==> config.mk <==
export PLATFORM = sky130hd
export DESIGN_NAME = muldiv_unit
export DESIGN_NICKNAME = d
export VERILOG_FILES = /design/src/rtl/muldiv_unit.sv
export SDC_FILE = /design/constraint.sdc
export NUM_CORES = 1
export LEC_CHECK = 0
export BUFFER_PORTS_ARGS = -buffer_cell sky130_fd_sc_hd__buf_2
export CORE_ASPECT_RATIO = 1.5
export CORE_UTILIZATION = 35
export DETAILED_ROUTE_END_ITERATION = 8
export PLACE_DENSITY = 0.64
export SLEW_MARGIN = 10
export SYNTH_ARGS = -nofsm -noshare
export SYNTH_HDL_FRONTEND = slang
export SYNTH_SLANG_ARGS = --single-unit
==> constraint.sdc <==
create_clock -name clk -period 10.7 [get_ports clk]
set_input_delay 0 -clock clk [delete_from_list [all_inputs] [get_ports clk]]
set_output_delay 0 -clock clk [all_outputs]
set_load 0.03 [all_outputs]
==> src/rtl/muldiv_unit.sv <==
// Iterative HI/LO multiply/divide unit: 32 shift-add or restoring-divide steps on
// operand magnitudes, followed by one sign-correction cycle that writes HI/LO.
module muldiv_unit (
    input  logic        clk,
    input  logic        reset_n,
    input  logic        start,
    input  logic [1:0]  op,
    input  logic [31:0] a,
    input  logic [31:0] b,
    input  logic        hi_we,
    input  logic        lo_we,
    input  logic [31:0] wdata,
    output logic [31:0] hi,
    output logic [31:0] lo,
    output logic        busy,
    output logic        done
);
    localparam int DATA_W = 32;

    typedef enum logic [1:0] {IDLE, RUN, FIX} state_t;

    state_t              state;
    logic [5:0]          cnt;

    logic                is_div_r;
    logic                neg_q_r;
    logic                neg_r_r;
    logic                div_zero_r;
    logic [DATA_W-1:0]   a_r;
    logic [DATA_W-1:0]   acc_hi;
    logic [DATA_W-1:0]   acc_lo;
    logic [DATA_W-1:0]   opnd;

    logic                accept;
    logic                step;
    logic                sgn_in;
    logic [DATA_W:0]     mul_sum;
    logic [DATA_W:0]     div_sh;
    logic [DATA_W:0]     div_diff;
    logic                div_ge;

    function automatic logic [DATA_W-1:0] mag(input logic signed [DATA_W-1:0] x,
                                              input logic sgn);
        logic signed [DATA_W-1:0] nx;
        nx = -x;
        return (sgn && x[DATA_W-1]) ? DATA_W'(nx) : DATA_W'(x);
    endfunction

    function automatic logic [DATA_W-1:0] cneg32(input logic [DATA_W-1:0] x, input logic n);
        return n ? (~x + DATA_W'(1)) : x;
    endfunction

    function automatic logic [2*DATA_W-1:0] cneg64(input logic [2*DATA_W-1:0] x, input logic n);
        return n ? (~x + (2*DATA_W)'(1)) : x;
    endfunction

    assign accept = (state == IDLE) && start;
    assign step   = (state == RUN) && (cnt != 6'd0);
    assign sgn_in = ~op[0];

    always_comb begin
        mul_sum  = {1'b0, acc_hi} + (acc_lo[0] ? {1'b0, opnd} : {(DATA_W+1){1'b0}});
        div_sh   = {acc_hi, acc_lo[DATA_W-1]};
        div_ge   = div_sh >= {1'b0, opnd};
        div_diff = div_sh - {1'b0, opnd};
    end

    // Datapath: operand capture on accept, one iteration per RUN step.
    // Multiply keeps the multiplier in acc_lo and shifts the product in from the top;
    // divide shifts the dividend out of acc_lo and the quotient bits in at the bottom.
    always_ff @(posedge clk) begin
        if (accept) begin
            is_div_r   <= op[1];
            neg_q_r    <= sgn_in && (a[DATA_W-1] ^ b[DATA_W-1]);
            neg_r_r    <= sgn_in && a[DATA_W-1];
            div_zero_r <= op[1] && (b == '0);
            a_r        <= a;
            acc_hi     <= '0;
            acc_lo     <= op[1] ? mag(a, sgn_in) : mag(b, sgn_in);
            opnd       <= op[1] ? mag(b, sgn_in) : mag(a, sgn_in);
        end else if (step) begin
            if (is_div_r) begin
                acc_hi <= div_ge ? div_diff[DATA_W-1:0] : div_sh[DATA_W-1:0];
                acc_lo <= {acc_lo[DATA_W-2:0], div_ge};
            end else begin
                acc_hi <= mul_sum[DATA_W:1];
                acc_lo <= {mul_sum[0], acc_lo[DATA_W-1:1]};
            end
        end
    end

    // Control and architectural HI/LO. The RUN state spends one extra edge with the
    // counter at zero before FIX, giving a fixed 34-edge latency from accept to update.
    // The most-negative / -1 divide needs no special case: its magnitude quotient
    // 0x80000000 is left un-negated because both signs are negative.
    always_ff @(posedge clk or negedge reset_n) begin
        if (!reset_n) begin
            state <= IDLE;
            cnt   <= '0;
            hi    <= '0;
            lo    <= '0;
            busy  <= 1'b0;
            done  <= 1'b0;
        end else begin
            done <= 1'b0;
            case (state)
                IDLE: begin
                    if (start) begin
                        state <= RUN;
                        cnt   <= 6'd32;
                        busy  <= 1'b1;
                    end else begin
                        if (hi_we) hi <= wdata;
                        if (lo_we) lo <= wdata;
                    end
                end
                RUN: begin
                    if (cnt == 6'd0) state <= FIX;
                    else             cnt   <= cnt - 6'd1;
                end
                FIX: begin
                    if (div_zero_r) begin
                        hi <= a_r;
                        lo <= '1;
                    end else if (is_div_r) begin
                        hi <= cneg32(acc_hi, neg_r_r);
                        lo <= cneg32(acc_lo, neg_q_r);
                    end else begin
                        {hi, lo} <= cneg64({acc_hi, acc_lo}, neg_q_r);
                    end
                    state <= IDLE;
                    busy  <= 1'b0;
                    done  <= 1'b1;
                end
                default: state <= IDLE;
            endcase
        end
    end
endmodule

After elaboration in Yosys (flattened, before gate mapping)
Cells that the tools add are included.
{"block": "word_totals", "ff_bits": 206, "input_bits": 103, "out_inout_bits": 66, "word_cells": 86}
{"block": "classes", "addsub": 8, "order_cmp": 1, "n_eq_ne": 8, "mux": 32, "bitwise_logic": 5, "n_reduce_logical": 18}
{"cell": "2-to-1 mux 32 bit", "count": 20}
{"cell": "one-hot mux 32 bit (2 select lines)", "count": 2}
{"cell": "adder 32 x 1 -> 32 bit (second input constant)", "count": 2}
{"cell": "adder 64 x 1 -> 64 bit (second input constant)", "count": 1}
{"cell": "2-to-1 mux 64 bit", "count": 1}
{"cell": "negation 32 bit", "count": 2}
{"cell": "inverter 32 bit", "count": 2}
{"cell": "inverter 64 bit", "count": 1}
{"cell": "adder 32 x 32 -> 33 bit", "count": 1}
{"cell": ">= comparator 33 x 32 -> 1 bit", "count": 1}
{"cell": "logical NOT 32 bit", "count": 1}
{"cell": "subtractor 32 bit", "count": 1}
{"cell": "2-to-1 mux 6 bit", "count": 2}
{"cell": "one-hot mux 6 bit (2 select lines)", "count": 1}
{"cell": "inequality test 2 bit (second input constant)", "count": 5}
{"cell": "AND reduction 3 bit", "count": 3}
{"cell": "logical AND 1 bit", "count": 6}
{"cell": "logical NOT 6 bit", "count": 1}
{"cell": "nonzero test 2 bit", "count": 3}
{"cell": "nonzero test 6 bit", "count": 1}
{"cell": "subtractor 6 x 1 -> 6 bit (second input constant)", "count": 1}
{"cell": "2-to-1 mux 2 bit", "count": 2}
{"cell": "one-hot mux 2 bit (2 select lines)", "count": 1}
{"cell": "AND reduction 2 bit", "count": 2}
{"cell": "8 further kinds", "count": 9}

Logic depth before layout (Yosys ltp)
Gate-level depths: netlist of the first run.
{"block": "depth", "word_depth": 6, "depth_mapped": 15, "ltp_nobuf": 12}

Worst setup path before layout of the first run
No wires, ideal clock.
{"block": "synth_timing", "path_kind": "reg2reg", "from": "reg state[0]", "to": "reg a_r[0], enable pin", "setup_time_ps": 458, "t_arrival_ps": 2990, "required_time_ps": 10242, "path_slack_ps": 7252, "stages_incl_launch_ff": 6, "path_buffers": 2, "synth_period_minus_slack_ps": 3448, "cell_sequence": "dfrtp_1 nor2_1 nand2_1 inv_1 clkbuf_1 buf_1"}
{"block": "synth_via", "elab_chain_cells": 2}
{"item": "start, declared", "line_no": "22", "rtl": "state_t state;"}
{"item": "start signal, assigned", "line_no": "98", "rtl": "state <= IDLE;"}
{"item": "start signal, assigned", "line_no": "109", "rtl": "state <= RUN;"}
{"item": "start signal, assigned", "line_no": "118", "rtl": "if (cnt == 6'd0) state <= FIX;"}
{"item": "logical NOT 2 bit", "line_no": "57", "rtl": "assign accept = (state == IDLE) && start;"}
{"item": "logical AND 1 bit", "line_no": "57"}
{"item": "net accept", "line_no": "34", "rtl": "logic accept;"}
{"item": "end signal, assigned", "line_no": "77", "rtl": "a_r <= a;"}
{"item": "end, declared", "line_no": "29", "rtl": "logic [DATA_W-1:0] a_r;"}
The timed path passes the listed nets, and every way through them passes these cells.
A chain may end at the register's enable or synchronous reset.

Worst setup path in the final report of the first run
{"block": "layout_timing", "from": "reg acc_lo[0]", "to": "reg acc_hi[29]"}
{"block": "layout_via", "elab_chain_cells": 3}
{"item": "start, declared", "line_no": "31", "rtl": "logic [DATA_W-1:0] acc_lo;"}
{"item": "start signal, assigned", "line_no": "79", "rtl": "acc_lo <= op[1] ? mag(a, sgn_in) : mag(b, sgn_in);"}
{"item": "start signal, assigned", "line_no": "84", "rtl": "acc_lo <= {acc_lo[DATA_W-2:0], div_ge};"}
{"item": "start signal, assigned", "line_no": "87", "rtl": "acc_lo <= {mul_sum[0], acc_lo[DATA_W-1:1]};"}
{"item": "2-to-1 mux 32 bit", "line_no": "62", "rtl": "mul_sum = {1'b0, acc_hi} + (acc_lo[0] ? {1'b0, opnd} : {(DATA_W+1){1'b0}});"}
{"item": "adder 32 x 32 -> 33 bit", "line_no": "62"}
{"item": "2-to-1 mux 32 bit", "line_no": "82", "rtl": "if (is_div_r) begin"}
{"item": "end signal, assigned", "line_no": "83", "rtl": "acc_hi <= div_ge ? div_diff[DATA_W-1:0] : div_sh[DATA_W-1:0];"}
{"item": "end signal, assigned", "line_no": "86", "rtl": "acc_hi <= mul_sum[DATA_W:1];"}
{"item": "end, declared", "line_no": "30", "rtl": "logic [DATA_W-1:0] acc_hi;"}
Every way passes these cells.

==> impl_metrics.toml, run 1 <==
[worst_setup_path]
r2r-end = "acc_hi[29]"
critPathKind = "reg -> reg"
end_kind = "flip-flop"
rrSetupSlack_ns = 6.47
cp.arrival_ns = 4.66
start_kind = "flip-flop"
required_ns = 11.13
r2r-start = "acc_lo[0]"
r2r_cells = 12
crit_fanout = 17

[logic_synthesis]
synth-async-reset-ratio = 0.359
synth_nets = 1991
synthTopCellsByArea = "edfxtp_1 (19%), dfrtp_1 (12%), mux2i_1 (5.8%)"
yosys.cell_types.count = 80
synth_seq_cells = 206
seq_area_frac_synth = 0.351
yosysWarnings = 0
synth_edf_count = 100
synth_top_area_cell = "edfxtp_1"
syn_avg_cell_area_um2 = 8.62
syn_inst = 1816
synthFlopType = "edfxtp_1"
synth_top_area_frac = 0.192
syn-cell-area_mm2 = 0.0157

[cts]
clkTransAtPathRegs_ns = 0.07
cts_num_sinks = 206
htree_num_levels = 1
ctsResizeCount = 0
insertion_delay_ns = 0.57
cts_tree = "yes"
numCtsBuffers = 23
cts_buffer_depth = 3
hold_buffers = 82
cts.root.buffer_cell = "clkbuf_16"
cts_setup_buffers = 0

[sta]
finalSetupViolations = 0
rsz0062_at_grt = "false"
fin_setup_tns_ns = 0
slew_violations = 0
skew_ns = 0.0329
clock.fmax_mhz = 237
slew_headroom = 0.274
whs_ns = 0.0275
hold_viol_final = 0
finalCritPeriodShare = 0.395
period_minus_slack_ns = 4.23
tightestPinTransition_ns = 1.09

[floorplan]
core_mm2 = 0.0440
ios = 169
dieArea_mm2 = 0.0456
die_w_um = 175
die_h_um = 261
num_rows = 94
initial_core_util = 0.356

[layout]
area_growth_pct = 18.7
layout_common_cells = "o21ai_0 (175), nand2_1 (170), buf_2 (167)"
nNetsFinal = 2185
fill_cells = 4470
final_common_cell = "o21ai_0"
drive_above_1_share = 0.131
antenna_cells = 0

[pwr]
leakagePower_nw = 7.76
power_density_mw_per_mm2 = 311
irDropWorstVdd_v = 0.000178

[detailed_routing]
drt_wl_total_mm = 63.5
drt_iter0_drc = 1266
firstDrtPassIters = 6
wl_per_cell_um = 24.4
drcViolationCount = 0
vias = 15400
drtAntennaViolNets = 0
drt-vias-per-instance = 5.90

[global_route]
grt_use_met3 = 0.0267
grt_pass1_vias = 15300
track_usage = 0.273
overflow = 0
grt_pass1_wl_mm = 94.1
use_met1 = 0.276
antenna_found_initial = 2
grt_max_degree = 75
grt_busiest_layer = "met2"
gr-usage-met2 = 0.506

[job]
maxCapViolations = 0

[min_path]
min_from = "b[14]"
hold_depth = 3
worstHoldEndpoint = "opnd[14]"
hp-class = "in -> reg"

[placed_design]
port_buffers = 168
gp_congestion = 0.980
hpwl_mm = 49.0

[outcome]
status = "finished, final reports clean"
[synth_stat cells (6+ instances only)]
master	number
a211oi_1	18
a21o_1	27
a21oi_1	147
a222oi_1	26
a31oi_1	23
and2_1	6
and3_1	7
buf_1	12
clkbuf_1	84
dfrtp_1	74
dfxtp_1	32
edfxtp_1	100
ha_1	70
inv_1	62
mux2_2	7
mux2i_1	90
nand2_1	171
nand2b_1	24
nand3_1	25
nand4_1	11
nor2_1	158
nor2b_1	12
nor3_1	40
nor4_1	12
o211ai_1	16
o21a_1	10
o21ai_0	175
o21bai_1	7
o221ai_1	8
o22ai_1	33
o31ai_1	20
o41ai_1	13
or2_2	6
or3_1	13
or4_1	12
xnor2_1	100
xor2_1	73
[how the worst max path moves through the flow]
stage | from | slack [ns] | end | cells after the start
2_1_floorplan | state[0] | 7.25 | a_r[0] | 5
3_3_place_gp | acc_lo[0] | 6.50 | hi[26] | 11
3_5_place_dp | acc_lo[0] | 6.53 | hi[26] | 11
4_1_cts | acc_lo[0] | 6.52 | hi[26] | 11
5_1_grt | acc_lo[0] | 6.23 | acc_hi[29] | 12
6_report | acc_lo[0] | 6.47 | acc_hi[29] | 12
[state kept, by name (all words and copies together), names as in the netlist, 2 cells and up]
name	cells
a_r	32
opnd	32
hi	32
acc_lo	32
state	2
acc_hi	32
cnt	6
lo	32
[cell families (layout without fill, tap and decap cells)]
| kind of cell | after synthesis | count (layout) | synth area share |
|---|---|---|---|
| DFF | 206 | 206 | 0.351 |
| buffers and inverters | 167 | 378 | 0.0407 |
| xor gates and xnor gates | 173 | 173 | 0.0968 |
| muxes | 97 | 97 | 0.0626 |
| adders and majority gates | 72 | 72 | 0.0585 |
| and+or+nand+nor | 525 | 525 | 0.159 |
| AOI/OAI and AO/OA | 576 | 576 | 0.231 |
[report_power, final]
part	switching, mW	leakage (nW)	total [mW]	internal (mW)
combinational	2.10	5.26	3.34	1.25
clock	0.367	0.372	0.828	0.461
sequential	0.417	2.12	1.61	1.20
[layout make-up]
class	instances	area, um^2	area share
multi-input cells	1443	9560	0.514
flip-flops and latches	206	5500	0.296
repair buffers	271	1820	0.0980
well taps	576	721	0.0388
clock buffers	29	618	0.0333
inverters	65	245	0.0132
clock inverters	13	131	0.00707
[stage by stage]
stage,instances,setup WS (ns),utilization,power (mW),cell area (um^2)
finish,2603,6.47,0.423,5.78,18600
CTS,2603,6.52,0.423,5.75,18600
global placement,2479,6.50,0.387,4.86,17000
detailed placement,2479,6.53,0.387,4.88,17000
floorplan,1816,7.25,-,3.79,15700
global route,2603,6.23,0.423,6.10,18600
[metal layers]
layer,share of wire,routed length [um]
met4,0.090,5740
met5,0.00038,24
met2,0.52,33000
met3,0.047,2960
met1,0.34,21800
[worst max-delay path, stage by stage (launching register included)]
cell       delay, ns
edfxtp_1        0.49
inv_1           0.55
nor2_1          0.17
fa_1            0.49
a211oi_1        0.27
nor2_1          0.12
a41oi_1         0.49
o22ai_1         0.29
a2111oi_0       0.50
nor2_1          0.18
a41oi_1         0.27
xor2_1          0.16
o221ai_1        0.12
Power figures use the tool's default switching activity.
==> inputs of run 2 (changes only) <==
- clock period: 10.7 -> 4.3 ns (I/O delays scaled with it)
==> run 2 against run 1 <==
Maximum frequency increased by 6.2%; worst setup slack worse by 6.2 ns; sequential power is 140% higher; clock power rose to 2.5 times the previous value; via count up 2.0%; core utilization is 0.49 points higher; hold slack lost 0.020 ns; critical path type unchanged; critical endpoint is now acc_hi[24].
==> impl_metrics.toml, run 2 (synthesized netlist as in run 1, its figures left out) <==
[outcome]
status = "finished, final reports clean"

[sta]
period_minus_slack_ns = 3.98
skew_ns = 0.0275
rsz0062_at_grt = "false"
finalSetupViolations = 0
slew_headroom = 0.182
clock.fmax_mhz = 251
finalCritPeriodShare = 0.926
tightestPinTransition_ns = 1.22
fin_ws_ns = 0.319
hold_viol_final = 0
slew_violations = 0
fin_setup_tns_ns = 0

[worst_setup_path]
required_ns = 4.69
cp_slowest_stage_delay_ns = 0.54
critPathKind = "reg -> reg"
end_kind = "flip-flop"
cp.arrival_ns = 4.38
r2r-end = "acc_hi[24]"
r2r-start = "acc_lo[0]"
rrSetupSlack_ns = 0.32
r2r_cells = 14
slowest_stage = "edfxtp_1"
critPathTopFamily = "compound AO/OA/AOI/OAI gates"
critical_path_buf_inv_count = 3
crit_fanout = 20
worstPathCellList = "inv_1 > buf_4 > nor2_1 > ha_1 > o211a_1 > a21oi_1 > o31ai_1 > a21o_1 > a31oi_1 > buf_4 > o21ai_0 > a31oi_1 > xor2_1 > a21oi_1"
start_kind = "flip-flop"

[detailed_routing]
drtAntennaViolNets = 0
drt_wl_total_mm = 63.4
drt-vias-per-instance = 5.98
vias = 15700
drcViolationCount = 0
drt_iter0_drc = 1438
wl_per_cell_um = 24.2
firstDrtPassIters = 6

[pwr]
power_density_mw_per_mm2 = 776
irDropWorstVdd_v = 0.000395
leakagePower_nw = 7.88

[placed_design]
post_dp_cell_area_mm2 = 0.0172
pre_cts_slack_ns = 0.364
gp_congestion = 1.01
hpwl_mm = 49.1
port_buffers = 168

[cts]
insertion_delay_ns = 0.56
cts_num_sinks = 206
cts_setup_buffers = 0
cts_tree = "yes"
ctsResizeCount = 0
htree_num_levels = 1
cts.root.buffer_cell = "clkbuf_16"
clkTransAtPathRegs_ns = 0.06
cts_buffer_depth = 3
numCtsBuffers = 22

[global_route]
grt_pass1_vias = 15500
antenna_found_initial = 0
grt_use_met3 = 0.0283
use_met1 = 0.281
gr-usage-met2 = 0.489
grt_max_degree = 75
track_usage = 0.273
overflow = 0
grt_busiest_layer = "met2"
grt_pass1_wl_mm = 94.3

[floorplan]
core_mm2 = 0.0440
die_w_um = 175
num_rows = 94
initial_core_util = 0.356
dieArea_mm2 = 0.0456
ios = 169
die_h_um = 261

[layout]
fill_cells = 4361
postLayoutCellArea_mm2 = 0.0188
nNetsFinal = 2206
final_common_cell = "o21ai_0"
drive_above_1_share = 0.140
final_util = 0.428
layout_common_cells = "o21ai_0 (175), nand2_1 (170), buf_2 (167)"
multiInputGateArea_mm2 = 0.00956
area_growth_pct = 20.1
seqCellArea_mm2 = 0.00550

[min_path]
hold_depth = 2
worstHoldEndpoint = "div_zero_r"
hp-class = "in -> reg"
min_from = "b[31]"

[job]
maxCapViolations = 0
## run 2: changes by cell type in the layout (fill, tap and decap cells not counted), moves of 2 or more
cell           change
clkinv_4           +2
bufinv_16          +2
buf_4             +18
clkbuf_1           -4
buf_12             +2
dlygate4sd3_1      +2
clkbuf_8           -2
## run 2: through the flow
| step | std cells | power, mW | hold WS (ns) |
|---|---|---|---|
| floorplan | 1816 | 9.44 | -0.296 |
| global placement | 2499 | 12.2 | 0.211 |
| detailed placement | 2499 | 12.3 | 0.208 |
| CTS | 2622 | 14.5 | 0.000846 |
| global route | 2622 | 15.4 | 0.0155 |
| finish | 2623 | 14.6 | 0.00759 |
## run 2: worst max-delay path by stage
stage          startpoint          to  slack (ns)  cells after the start
6_report        acc_lo[0]  acc_hi[24]        0.32                     14
5_1_grt         acc_lo[0]  acc_hi[24]        0.06                     14
4_1_cts         acc_lo[0]  acc_hi[24]        0.33                     14
3_5_place_dp    acc_lo[0]  acc_hi[24]        0.36                     14
3_3_place_gp    acc_lo[0]  acc_hi[24]        0.28                     14
2_1_floorplan    state[0]      a_r[0]        0.85                      5
## run 2: repair_timing
item | CTS | global route
setup endpoints to repair | 0 | 0
endpoints found under the hold margin | 191 | 0
hold buffers | 84 | 0
## run 2: layout make-up
type                    count  share of cell area
multi-input cells        1443               0.508
clock inverters            17              0.0116
well taps                 576              0.0383
diodes                      1            0.000133
flip-flops and latches    206               0.292
repair buffers            293               0.107
clock buffers              22              0.0293
inverters                  65              0.0130
## run 2: power by group
| group | total (mW) | internal (mW) | switching (mW) |
|---|---|---|---|
| Combinational | 8.63 | 3.21 | 5.42 |
| Clock | 2.08 | 1.19 | 0.895 |
| Sequential | 3.88 | 2.98 | 0.903 |
| Total | 14.6 | 7.38 | 7.21 |
## run 2: per-layer routing
layer  wire, um  share of wire
met1      21500           0.34
met2      31600           0.50
met3       3690          0.058
met4       6680           0.11
met5          0              0
